===== config.mk =====
export PLATFORM = sky130hd
export DESIGN_NAME = ofmap_writer
export DESIGN_NICKNAME = d
export VERILOG_FILES = /design/src/rtl/globals_sv.sv /design/src/rtl/ofmap_quant.sv /design/src/rtl/ofmap_writer.sv
export SDC_FILE = /design/constraint.sdc
export NUM_CORES = 1
export LEC_CHECK = 0
export CAP_MARGIN = 20
export CORE_ASPECT_RATIO = 1.75
export CORE_UTILIZATION = 32
export CTS_BUF_LIST = sky130_fd_sc_hd__clkbuf_8
export CTS_CLUSTER_SIZE = 12
export DETAILED_ROUTE_END_ITERATION = 6
export PLACE_DENSITY = 0.54
export SLEW_MARGIN = 10
export SYNTH_ARGS = -nofsm -noshare
export SYNTH_HDL_FRONTEND = slang
export SYNTH_SLANG_ARGS = --single-unit

===== constraint.sdc =====
create_clock -name clk -period 3.5 [get_ports clk]
set_input_delay 0.35 -clock clk [delete_from_list [all_inputs] [get_ports clk]]
set_output_delay 0.35 -clock clk [all_outputs]
set_load 0.1 [all_outputs]

===== src/rtl/globals_sv.sv =====
// rtl/globals_sv.sv - shared parameters, derived widths and FSM state type for the ofmap writer
package globals_sv;

  // Row width (elements per PE-array row), output bits per element, headroom bits
  localparam int W  = 8;
  localparam int N  = 2;
  localparam int BG = 6;

  // Per-layer tiling: T tiles per side, C channels
  localparam int C1_NB_TILE  = 4;
  localparam int C1_NB_TILEC = 6;
  localparam int C2_NB_TILE  = 2;
  localparam int C2_NB_TILEC = 8;

  // Largest layer sizes the address space must cover
  localparam int NB_TILE  = C1_NB_TILE;
  localparam int NB_TILEC = C1_NB_TILEC;
  localparam int MAX_TILEC = (C1_NB_TILEC > C2_NB_TILEC) ? C1_NB_TILEC : C2_NB_TILEC;

  // Derived widths
  localparam int ACC_W   = N + BG;
  localparam int MEM_DW  = 2 * W * N;
  localparam int WADDR_W = $clog2(NB_TILE * NB_TILE * NB_TILEC * W / 2);
  localparam int ROW_W   = W * N;
  localparam int ROW_CW  = $clog2(W);
  localparam int TILE_CW = $clog2(NB_TILE);
  localparam int CH_CW   = $clog2(MAX_TILEC);

  typedef enum logic [1:0] {
    IDLE = 2'd0,
    RUN  = 2'd1,
    DONE = 2'd2
  } ofmap_state_t;

  // Last tile index for the selected layer
  function automatic logic [TILE_CW-1:0] tile_last(input logic sel);
    return sel ? TILE_CW'(C2_NB_TILE - 1) : TILE_CW'(C1_NB_TILE - 1);
  endfunction

  // Last channel index for the selected layer
  function automatic logic [CH_CW-1:0] chan_last(input logic sel);
    return sel ? CH_CW'(C2_NB_TILEC - 1) : CH_CW'(C1_NB_TILEC - 1);
  endfunction

endpackage


===== src/rtl/ofmap_quant.sv =====
// rtl/ofmap_quant.sv - per-element arithmetic shift, ReLU and unsigned saturation
module ofmap_quant
  import globals_sv::*;
(
  input  logic signed [ACC_W-1:0] acc,
  input  logic        [2:0]       shamt,
  output logic        [N-1:0]     q
);

  localparam logic signed [ACC_W-1:0] QMAX = ACC_W'((1 << N) - 1);

  logic signed [ACC_W-1:0] shifted;

  // Scale down, clip negatives to zero and large values to the top code
  always_comb begin
    shifted = acc >>> shamt;
    if (shifted < 0) begin
      q = '0;
    end else if (shifted > QMAX) begin
      q = {N{1'b1}};
    end else begin
      q = shifted[N-1:0];
    end
  end

endmodule


===== src/rtl/ofmap_writer.sv =====
// rtl/ofmap_writer.sv - quantizes PE-array rows and packs row pairs into activation memory words
module ofmap_writer
  import globals_sv::*;
(
  input  logic                 clk,
  input  logic                 rst,
  input  logic                 start,
  input  logic                 layer_sel,
  input  logic [2:0]           shamt,
  input  logic                 in_valid,
  output logic                 in_ready,
  input  logic [W*ACC_W-1:0]   in_data,
  output logic                 mem_we,
  output logic [WADDR_W-1:0]   mem_addr,
  output logic [MEM_DW-1:0]    mem_wdata,
  output logic                 busy,
  output logic                 done
);

  ofmap_state_t         state;
  logic                 sel_q;
  logic [2:0]           shamt_q;
  logic [ROW_CW-1:0]    r;
  logic [TILE_CW-1:0]   tile_x;
  logic [TILE_CW-1:0]   tile_y;
  logic [CH_CW-1:0]     ch;
  logic [ROW_W-1:0]     pack;

  logic [ROW_W-1:0]     quant_row;
  logic [TILE_CW-1:0]   t_last;
  logic [CH_CW-1:0]     c_last;
  logic [WADDR_W-1:0]   t_num;
  logic [WADDR_W-1:0]   word_addr;
  logic                 last_row;
  logic                 fire;

  // One quantizer per element of the row, driven by the shift captured at start
  for (genvar i = 0; i < W; i++) begin : g_quant
    ofmap_quant u_quant (
      .acc   (in_data[i*ACC_W +: ACC_W]),
      .shamt (shamt_q),
      .q     (quant_row[i*N +: N])
    );
  end

  // Layer geometry, word address of the current odd row and end-of-layer detect
  always_comb begin
    t_last    = tile_last(sel_q);
    c_last    = chan_last(sel_q);
    t_num     = sel_q ? WADDR_W'(C2_NB_TILE) : WADDR_W'(C1_NB_TILE);
    word_addr = ((WADDR_W'(ch) * t_num + WADDR_W'(tile_y)) * t_num + WADDR_W'(tile_x))
                * WADDR_W'(W / 2) + WADDR_W'(r >> 1);
    last_row  = (r == ROW_CW'(W - 1)) && (tile_x == t_last) &&
                (tile_y == t_last) && (ch == c_last);
    fire      = in_ready && in_valid;
  end

  // Control FSM: counters, pack register and all registered outputs
  always_ff @(posedge clk or posedge rst) begin
    if (rst) begin
      state     <= IDLE;
      sel_q     <= 1'b0;
      shamt_q   <= '0;
      r         <= '0;
      tile_x    <= '0;
      tile_y    <= '0;
      ch        <= '0;
      pack      <= '0;
      in_ready  <= 1'b0;
      mem_we    <= 1'b0;
      mem_addr  <= '0;
      mem_wdata <= '0;
      busy      <= 1'b0;
      done      <= 1'b0;
    end else begin
      mem_we <= 1'b0;
      done   <= 1'b0;
      case (state)
        IDLE: begin
          if (start) begin
            sel_q    <= layer_sel;
            shamt_q  <= shamt;
            r        <= '0;
            tile_x   <= '0;
            tile_y   <= '0;
            ch       <= '0;
            in_ready <= 1'b1;
            busy     <= 1'b1;
            state    <= RUN;
          end
        end
        RUN: begin
          if (fire) begin
            // Even rows wait in the pack register for their odd partner
            if (!r[0]) begin
              pack <= quant_row;
            end else begin
              mem_we    <= 1'b1;
              mem_addr  <= word_addr;
              mem_wdata <= {quant_row, pack};
            end
            // Row fastest, then tile_x, tile_y, channel
            if (r == ROW_CW'(W - 1)) begin
              r <= '0;
              if (tile_x == t_last) begin
                tile_x <= '0;
                if (tile_y == t_last) begin
                  tile_y <= '0;
                  if (ch == c_last) begin
                    ch <= '0;
                  end else begin
                    ch <= ch + 1'b1;
                  end
                end else begin
                  tile_y <= tile_y + 1'b1;
                end
              end else begin
                tile_x <= tile_x + 1'b1;
              end
            end else begin
              r <= r + 1'b1;
            end
            if (last_row) begin
              in_ready <= 1'b0;
              done     <= 1'b1;
              state    <= DONE;
            end
          end
        end
        DONE: begin
          busy  <= 1'b0;
          state <= IDLE;
        end
        default: begin
          in_ready <= 1'b0;
          busy     <= 1'b0;
          state    <= IDLE;
        end
      endcase
    end
  end

endmodule


==> impl_results.md, run 1 <==
* Worst Tran Pin Value at approximately 1 ns
* Fin Setup TNS at 0 ns
* Slew Viols, Final at 0
* IO Pins at about 120
* Mux contribution to synthesized area at 0.1844
* Register area share after synthesis at 0.3879
* Placed Cells at approximately 770
* CTS tree: built
* Post-synth ARST share at 1.000
* Status: finished clean
* Layout cells sized above 1 at 0.1405
* DR pass1 iterations at 4
* Rows at 59
* Most frequent cells in the layout: 116 x clkdlybuf4s50_1, 75 x dfrtp_1, 40 x nand2_1
* Final ANT Viol Nets at 0
* Clock slew at reported path FFs at 0.09 ns
* Pwr Density at 736.1 nW/um^2
* YS warnings at 0
* Setup CP Type: reg -> reg
* First-pass GRT wire length at 20.33 mm
* Total gr overflow at 0
* Number of diodes at 0
* Commonest non-fill, non-tap cell in the layout: clkdlybuf4s50_1
* Remaining DRCs at 0
* Worst path required time at around 3.7 ns
* Register bit count reported by yosys at 77
* Mapped Cells at 492
* Met1 Use GR at 0.1957
* Clock root cell: clkbuf_8
* Final period utilization at 0.9429
* Final min period at 3.300 ns
* Wire per inst at 16.15 um
* Detailed placement HPWL at around 9.4 mm
* Final hold vios at 0
* Vias/cell at between 5 and 6
* Die span in y at 166.8 um
* Syn Area/Cell at about 10 um^2
* Vias in the first global route at roughly 4,200
* Slew HR at 0.3114
* Largest net degree at the start of global routing at 58
* Complex-gate fraction of the synthesized area at 0.1997
* Routed vias at 4,177
* CP startpoint kind: flop
* Leakage power total at 0.002750 uW
* Post-synthesis adder-cell area fraction at 0.05038
* I/O Buffers at 116
* GR Util met2 at 0.2778
* Layer with the highest usage: met2
* Ys flop type: dfrtp_1
* Critical path peak fanout at 4
* CP arrival at approximately 3.5 ns
* Final count of negative-setup-slack endpoints at 0
* Chip width at 96.18 um
* Xor/xnor share of the synthesized area at 0.01234
* CTS Hold Bufs at 0
* Grt met3 use at 0.02922
* Maxcap violations at 0
* Largest family of logic cells by synthesized area: compound AO/OA/AOI/OAI gates
* Worst skew pair latency at approximately 0.36 ns
* Clk_skew at 0.01287 ns
* Routed WL at 12.73 mm
* Synth Area in Simple Gates at 0.1219
* VDD IR max at 0.3179 mV
* Post-CTS Resized at 0
* Num CTS Buffers at 9
* CTS sink count at between 70 and 80
* Synth Cell Area at approximately 5000 um^2
* Final cell count without fillers at roughly 800
* Synth unique cells at 46
* Initial antenna violation count at 0
* Initial Utilization at 0.3315
* Initial DRC Count at between 100 and 150
* Fmax at ~0.30 GHz
* EDFF count, synth at 0
* H-tree depth at 3
* HP Class: in -> async
* Final nets at just under 700
* Full die area at between 15,000 and 20,000 um^2
* Core area at roughly 15,000 um^2
* All-Layer GR Usage at 0.1603
* Post-CTS setup buffer count at 0
* Layout area overhead at 31.34%
* GP Congestion at 0.8314
* Clock Tree Buf Depth at 2
* Crit. End Element: flop
* RSZ-0062 raised after global routing: no
==> cell usage after synthesis (all sizes together), types with 8 or more instances <==
cell | count | area share
mux4 | 10 | 0.045
mux2i | 21 | 0.042
a211o | 8 | 0.014
nor2b | 20 | 0.025
clkbuf | 12 | 0.0091
or3 | 15 | 0.019
nand2 | 41 | 0.031
ha | 20 | 0.050
nor2 | 31 | 0.023
o21ai | 71 | 0.072
o41ai | 9 | 0.026
a21oi | 21 | 0.021
mux2 | 42 | 0.097
buf | 20 | 0.028
dfrtp | 77 | 0.39
==> report_power, final <==
group	leakage, uW	internal (uW)	switching (uW)
logic	0.00167	715	1930
registers	0.000968	1180	198
clock network	0.000111	412	369
total	0.00275	2310	2490
==> final cells by class <==
cell class | instances | area (um^2)
Clock inverter | 7 | 102.6
Sequential cell | 77 | 1929
Multi-Input combinational cell | 378 | 2855
Tap cell | 183 | 229.0
Fill cell | 1491 | 8462
Timing Repair Buffer | 127 | 1256
Clock buffer | 9 | 123.9
Inverter | 7 | 27.53
==> final timing paths <==
check / start / slack [ns] / to / depth (start not counted)
max reg2reg: sel_q / 0.20 / mem_addr[8] / 13
min: rst / 0.21 / mem_wdata[4] / 2
min reg2reg: mem_wdata[25] / 0.49 / mem_wdata[25] / 2
max in group asynchronous: rst / 2.50 / shamt_q[0] / 3
max: sel_q / 0.20 / mem_addr[8] / 13
min in group clk: mem_wdata[25] / 0.49 / mem_wdata[25] / 2
==> flip-flops by register name (all words and copies together) (netlist names) <==
register / flops
shamt_q: 3
mem_addr: 9
busy: 1
sel_q: 1
done: 1
pack: 16
mem_wdata: 32
mem_we: 1
in_ready: 1
ch: 3
tile_x: 2
tile_y: 2
r: 3
state: 2
==> cells by family (layout without fill, tap and decap cells) <==
kind of cell	count (synthesis)	count (layout)
AOI/OAI and AO/OA	149	149
xor gates and xnor gates	7	7
adders and majority gates	20	20
buffers and inverters	39	150
DFF	77	77
muxes	73	73
other	1	3
and+or+nand+nor	126	126
==> metal layers <==
metal	up-vias	share of wire
li1	2038	-
met1	2027	0.41
met2	104	0.51
met3	8	0.061
met4	0	0.012
met5	-	0
==> critical path: stages, from the launching register on <==
cell and delay, ns:
dfrtp_1 0.38, inv_1 0.09, ha_1 0.21, ha_1 0.29
ha_1 0.32, ha_1 0.31, mux2_2 0.27, ha_1 0.33
ha_4 0.26, a21o_1 0.16, a21oi_2 0.15, xor2_1 0.19
xnor2_1 0.14, o21ai_0 0.09
==> stage by stage <==
stage	power, uW	hold slack, ns	area [um^2]	setup WS, ns	utilization
after floorplan	3358	0.4446	4981	0.03242	-
after global placement	4037	0.4646	6261	0.2009	0.4178
after detailed placement	4054	0.4709	6261	0.1159	0.4178
after CTS	4857	0.1903	6487	0.09072	0.4329
after global routing	5016	0.2080	6524	0.03723	0.4353
final	4802	0.2057	6524	0.1997	0.4353
Note: power is estimated with default switching activity, not from simulation.
==> run 2, diff against run 1 <==
--- a/config.mk
+++ b/config.mk
@@ -12,6 +12,7 @@
 export CTS_CLUSTER_SIZE = 12
 export DETAILED_ROUTE_END_ITERATION = 6
 export PLACE_DENSITY = 0.54
+export SETUP_SLACK_MARGIN = 0.2
 export SLEW_MARGIN = 10
 export SYNTH_ARGS = -nofsm -noshare
 export SYNTH_HDL_FRONTEND = slang
==> constraint.sdc (replaced) <==
create_clock -name clk -period 2.75 [get_ports clk]
set_input_delay 0.275 -clock clk [delete_from_list [all_inputs] [get_ports clk]]
set_output_delay 0.275 -clock clk [all_outputs]
set_load 0.1 [all_outputs]
==> impl_results.md, run 2 (synthesis gave the netlist of run 1 again) <==
* Status: complete, but fails checks
* Failing checks: negative setup slack
* Routed vias at about 4,300
* Remaining DRCs at 0
* Pwr Density at between 800 and 900 nW/um^2
* Core area at about 15,000 um^2
* Worst path required time at a little under 3 ns
* Critical path peak fanout at 7
* DR pass1 iterations at 4
* Worst skew pair latency at about 0.34 ns
* Layout cells sized above 1 at 0.2524
* Final Worst Setup Slack at -0.06296 ns
* Post-CTS setup buffer count at 0
* Vias in the first global route at roughly 4,300
* Worst Reg-to-Reg Cells at 13
* CP arrival at around 3 ns
* Final period utilization at 1.023
* GP Congestion at about 0.80
* Commonest non-fill, non-tap cell in the layout: dfrtp_1
* CP startpoint kind: flop
* Clk_skew at around 0.008 ns
* Reg-to-reg startpoint: sel_q
* Clock slew at reported path FFs at about 0.080 ns
* Chip width at ~96 um
* Total gr overflow at 0
* Die span in y at 166.8 um
* Largest registers: mem_wdata x32, pack x16, mem_addr x9
* VDD IR max at 0.5660 mV
* Maxcap violations at 0
* Largest net degree at the start of global routing at 42
* Fin Setup TNS at -0.06296 ns
* Initial antenna violation count at 0
* Final count of negative-setup-slack endpoints at 1
* CTS sink count at 77
* All-Layer GR Usage at 0.1694
* Flip-flop count of the largest register after layout at 32
* Fmax at roughly 0.36 GHz
* Layout area overhead at 33.40%
* Utilization after layout at 0.4422
* Final cell count without fillers at about 800
* Detailed placement HPWL at between 10 and 15 mm
* Full die area at approximately 16,000 um^2
* DR top layer: met4
* IO Pins at between 100 and 150
* Final hold vios at 0
* Leakage power total at 0.002857 uW
* First-pass GRT wire length at 21.24 mm
* Final ANT Viol Nets at 0
* Initial DRC Count at around 180
* Num CTS Buffers at 9
* Largest Register: mem_wdata
* Most frequent cells in the layout: 74 x dfrtp_1, 71 x clkdlybuf4s50_1, 66 x buf_4
* Vias/cell at roughly 5.3
* I/O Buffers at 116
* H-tree depth at 3
* Slew HR at 0.3624
* Final nets at 705
* CTS tree: built
* Rows at ~60
* Fillcell total at 1,459
* Number of diodes at 0
* Worst Tran Pin Value at 0.9565 ns
* M1 WL at between 5 and 6 mm
* Final min period at 2.813 ns
* RSZ-0062 raised after global routing: yes
* Routed WL at approximately 13 mm
* CTS Hold Bufs at 0
* Wire per inst at between 15 and 20 um
* Setup CP Type: reg -> reg
* Placed Cells at just under 800
* RR Endpoint: mem_addr[8]
* Clock Tree Buf Depth at 2
* Initial Utilization at 0.3315
* Clock root cell: clkbuf_8
* Slew Viols, Final at 0
* Crit. End Element: flop
* HP Class: in -> async
* Internal reg-to-reg setup slack at -0.06 ns
* Routed wl met3 at around 720 um
* Met2 routed WL at around 7 mm
[run 2: cell types whose count changed in the layout (fill, tap and decap cells not counted), sizes merged]
| cell | change |
|---|---|
| buf | +58 |
| bufinv | -2 |
| inv | -2 |
| clkdlybuf4s50 | -45 |
| clkbuf | +2 |
| clkinv | +1 |
| clkinvlp | +1 |
[run 2: layout make-up]
class / count / area [um^2] / share of cell area
clock buffers: 11 / 151.4 / 0.02285
flip-flops and latches: 77 / 1931 / 0.2914
clock inverters: 5 / 27.53 / 0.004154
inverters: 7 / 30.03 / 0.004532
well taps: 183 / 229.0 / 0.03455
multi-input cells: 378 / 2992 / 0.4515
repair buffers: 140 / 1266 / 0.1911
[run 2: worst max path at each step]
stage / startpoint / to / cells past startpoint
detailed placement: sel_q / mem_addr[8] / 13
finish: sel_q / mem_addr[8] / 13
CTS: sel_q / mem_addr[8] / 13
global route: sel_q / mem_addr[8] / 13
floorplan: sel_q / mem_addr[8] / 15
global placement: sel_q / mem_addr[8] / 13
[run 2: report_power, final]
part | internal [uW] | switching (uW)
sequential | 1500 | 256
clock | 369 | 395
combinational | 847 | 2480
total | 2720 | 3130
[run 2: per-layer routing]
metal / vias up / GRT usage
met1: 2078 / 0.2001
met4: 0 / 0.05451
li1: 2061 / -
met5: - / 0
met2: 133 / 0.3074
met3: 13 / 0.02055
[run 2: stage by stage]
stage	setup WS, ns	power [uW]	hold slack (ns)	area [um^2]
2_1_floorplan	-0.2210	4285	0.3918	5104
3_3_place_gp	-0.1243	5087	0.4668	6404
3_5_place_dp	-0.1524	5132	0.4738	6404
4_1_cts	-0.1041	5922	0.2026	6611
5_1_grt	-0.2006	6137	0.2254	6626
6_report	-0.06296	5847	0.2119	6626
[run 2: repair_timing]
| item | 4_1_cts | 5_1_grt |
|---|---|---|
| endpoints found under the setup margin | 3 | 3 |
| pin swaps | 7 | 6 |
| resized for setup | 5 | 2 |
| endpoints found under the hold margin | 0 | 0 |
[run 2: critical path, cell delays in order (launching register included)]
cell and delay, ns:
dfrtp_2 0.45, inv_4 0.06, ha_4 0.16, ha_4 0.27
ha_4 0.21, ha_4 0.21, mux2_4 0.27, ha_4 0.22
ha_4 0.21, a21o_1 0.16, a21oi_2 0.12, xor2_1 0.17
xnor2_1 0.13, o21ai_1 0.07
==> edit: new RTL, settings of run 1 <==
Set the package constant `C1_NB_TILE` to 2 (it was 4).
--- a/src/rtl/globals_sv.sv
+++ b/src/rtl/globals_sv.sv
@@ -7,7 +7,7 @@
   localparam int BG = 6;
 
   // Per-layer tiling: T tiles per side, C channels
-  localparam int C1_NB_TILE  = 4;
+  localparam int C1_NB_TILE  = 2;
   localparam int C1_NB_TILEC = 6;
   localparam int C2_NB_TILE  = 2;
   localparam int C2_NB_TILEC = 8;
Interface: changed (resized mem_addr); port bits go from 117 to 115. The function was not compared with the original's and may differ.
==> edit against run 1 <==
Power decreased by 2.2%; clock skew increased by 0.0041 ns; highest routed layer unchanged; maximum frequency increased by 32%; routed wire length decreased by 1.7%; sequential cell count decreased by 4; worst setup slack improved by 0.79 ns; synthesized area decreased by 13%; final area decreased by 10%; critical endpoint is now pack[12]$_DFFE_PP0P_.
==> edit: results <==
export IMPL_worst_pin_slew_ns=1.03
export IMPL_cts_root_buf="clkbuf_8"
export IMPL_ir_worst_vdd_uv=566
export IMPL_arrival_ns=2.81
export IMPL_hp_class="in -> async"
export IMPL_gp_congestion=0.826
export IMPL_place_area_um2=5600
export IMPL_status="completed"
export IMPL_cts_htree_levels=3
export IMPL_drive_gt1_share_pct=14.4
export IMPL_dr_first_iter_drc_count=151
export IMPL_fillers=1248
export IMPL_numCtsBuffers=9
export IMPL_grt_pass1_wl_um=20500
export IMPL_synth_seq_area_share_pct=42.4
export IMPL_ys_top_cells_by_count="73 x dfrtp_1, 46 x mux2_2, 36 x o21ai_0"
export IMPL_ys_flop_type="dfrtp_1"
export IMPL_power_leakage_nw=2.38
export IMPL_grt_start_max_net_pins=48
export IMPL_dpl_hpwl_um=8950
export IMPL_skew_ns=0.0170
export IMPL_crit_path_max_incr_delay_ns=0.86
export IMPL_stdcell_area_um2=5860
export IMPL_largest_registers="mem_wdata: 32 flops, pack: 16 flops, mem_addr: 7 flops"
export IMPL_first_pass_iters=4
export IMPL_port_buffers=114
export IMPL_crit_family="flip-flops"
export IMPL_path_clk_slew_ns=0.09
export IMPL_ys_warnings_count=0
export IMPL_track_usage_pct=18.5
export IMPL_synth_distinct_cells=43
export IMPL_finalWirelength_um=12500
export IMPL_cp_slowest_cell="dfrtp_2"
export IMPL_grt_pass1_vias=3965
export IMPL_num_nets_final=610
export IMPL_vias_per_cell=5.42
export IMPL_crit_fanout=40
export IMPL_ys_top_cells_by_area="dfrtp_1 42%, mux2_2 12%, mux2i_1 5.3%"
==> edit: cell count changes in the layout (fill, tap and decap cells not counted), moves of 12 or more <==
cell / delta
o21ai_1: -35
a22o_1: +17
mux2_2: +17
nand2_1: -17
ha_1: -16
a211oi_1: +14
nand2b_1: +12
==> edit: layout make-up <==
cell class              instances  share of cell area, %
multi-input cells             319                   39.6
flip-flops and latches         73                   31.2
repair buffers                122                   20.5
well taps                     171                   3.65
clock buffers                  10                   2.35
clock inverters                 6                   1.97
inverters                      10                  0.641
==> edit: metrics by stage <==
| step | cells | hold slack (ns) | worst slack (ns) | power, mW |
|---|---|---|---|---|
| 2_1_floorplan | 430 | 0.446 | 1.30 | 3.20 |
| 3_3_place_gp | 695 | 0.470 | 1.07 | 3.87 |
| 3_5_place_dp | 695 | 0.472 | 1.05 | 3.89 |
| 4_1_cts | 711 | 0.334 | 1.02 | 4.74 |
| 5_1_grt | 711 | 0.363 | 0.858 | 4.89 |
| 6_report | 711 | 0.327 | 0.991 | 4.70 |
==> edit: cells by family after synthesis <==
| group | share of synthesized area [%] |
|---|---|
| buf+inv | 3.89 |
| compound gates | 20.8 |
| mux | 18.4 |
| simple gates | 13.5 |
| fa+ha+maj | 0.870 |
| xor+xnor | 0.203 |
| flops | 42.4 |
==> edit: path summary, 6_finish.rpt <==
path                                              start                 endpoint  slack, ns  cells after the start
worst max-delay path             shamt_q[0]$_DFFE_PP0P_     pack[12]$_DFFE_PP0P_       0.99                      6
worst min-delay path                                rst      pack[3]$_DFFE_PP0P_       0.33                      2
worst max register to register   shamt_q[0]$_DFFE_PP0P_     pack[12]$_DFFE_PP0P_       0.99                      6
worst min register to register  mem_addr[0]$_DFFE_PP0P_  mem_addr[0]$_DFFE_PP0P_       0.50                      2
max in group asynchronous                           rst        ch[0]$_DFFE_PP0P_       2.37                      3
min in group clk                mem_addr[0]$_DFFE_PP0P_  mem_addr[0]$_DFFE_PP0P_       0.50                      2
==> edit: power breakdown <==
| part | leakage (nW) | internal, mW | switching [mW] | total (mW) |
|---|---|---|---|---|
| Sequential | 0.892 | 1.13 | 0.194 | 1.33 |
| Combinational | 1.37 | 0.699 | 1.84 | 2.54 |
| Clock | 0.123 | 0.495 | 0.334 | 0.829 |
| Total | 2.38 | 2.33 | 2.37 | 4.70 |
==> edit: metal layers <==
| metal | routed length, µm | vias up | global-route usage, % |
|---|---|---|---|
| met5 | 0 | - | 0 |
| met4 | 284 | 0 | 8.27 |
| li1 | - | 1823 | - |
| met2 | 6080 | 151 | 30.0 |
| met1 | 5400 | 1860 | 23.8 |
| met3 | 748 | 22 | 3.51 |
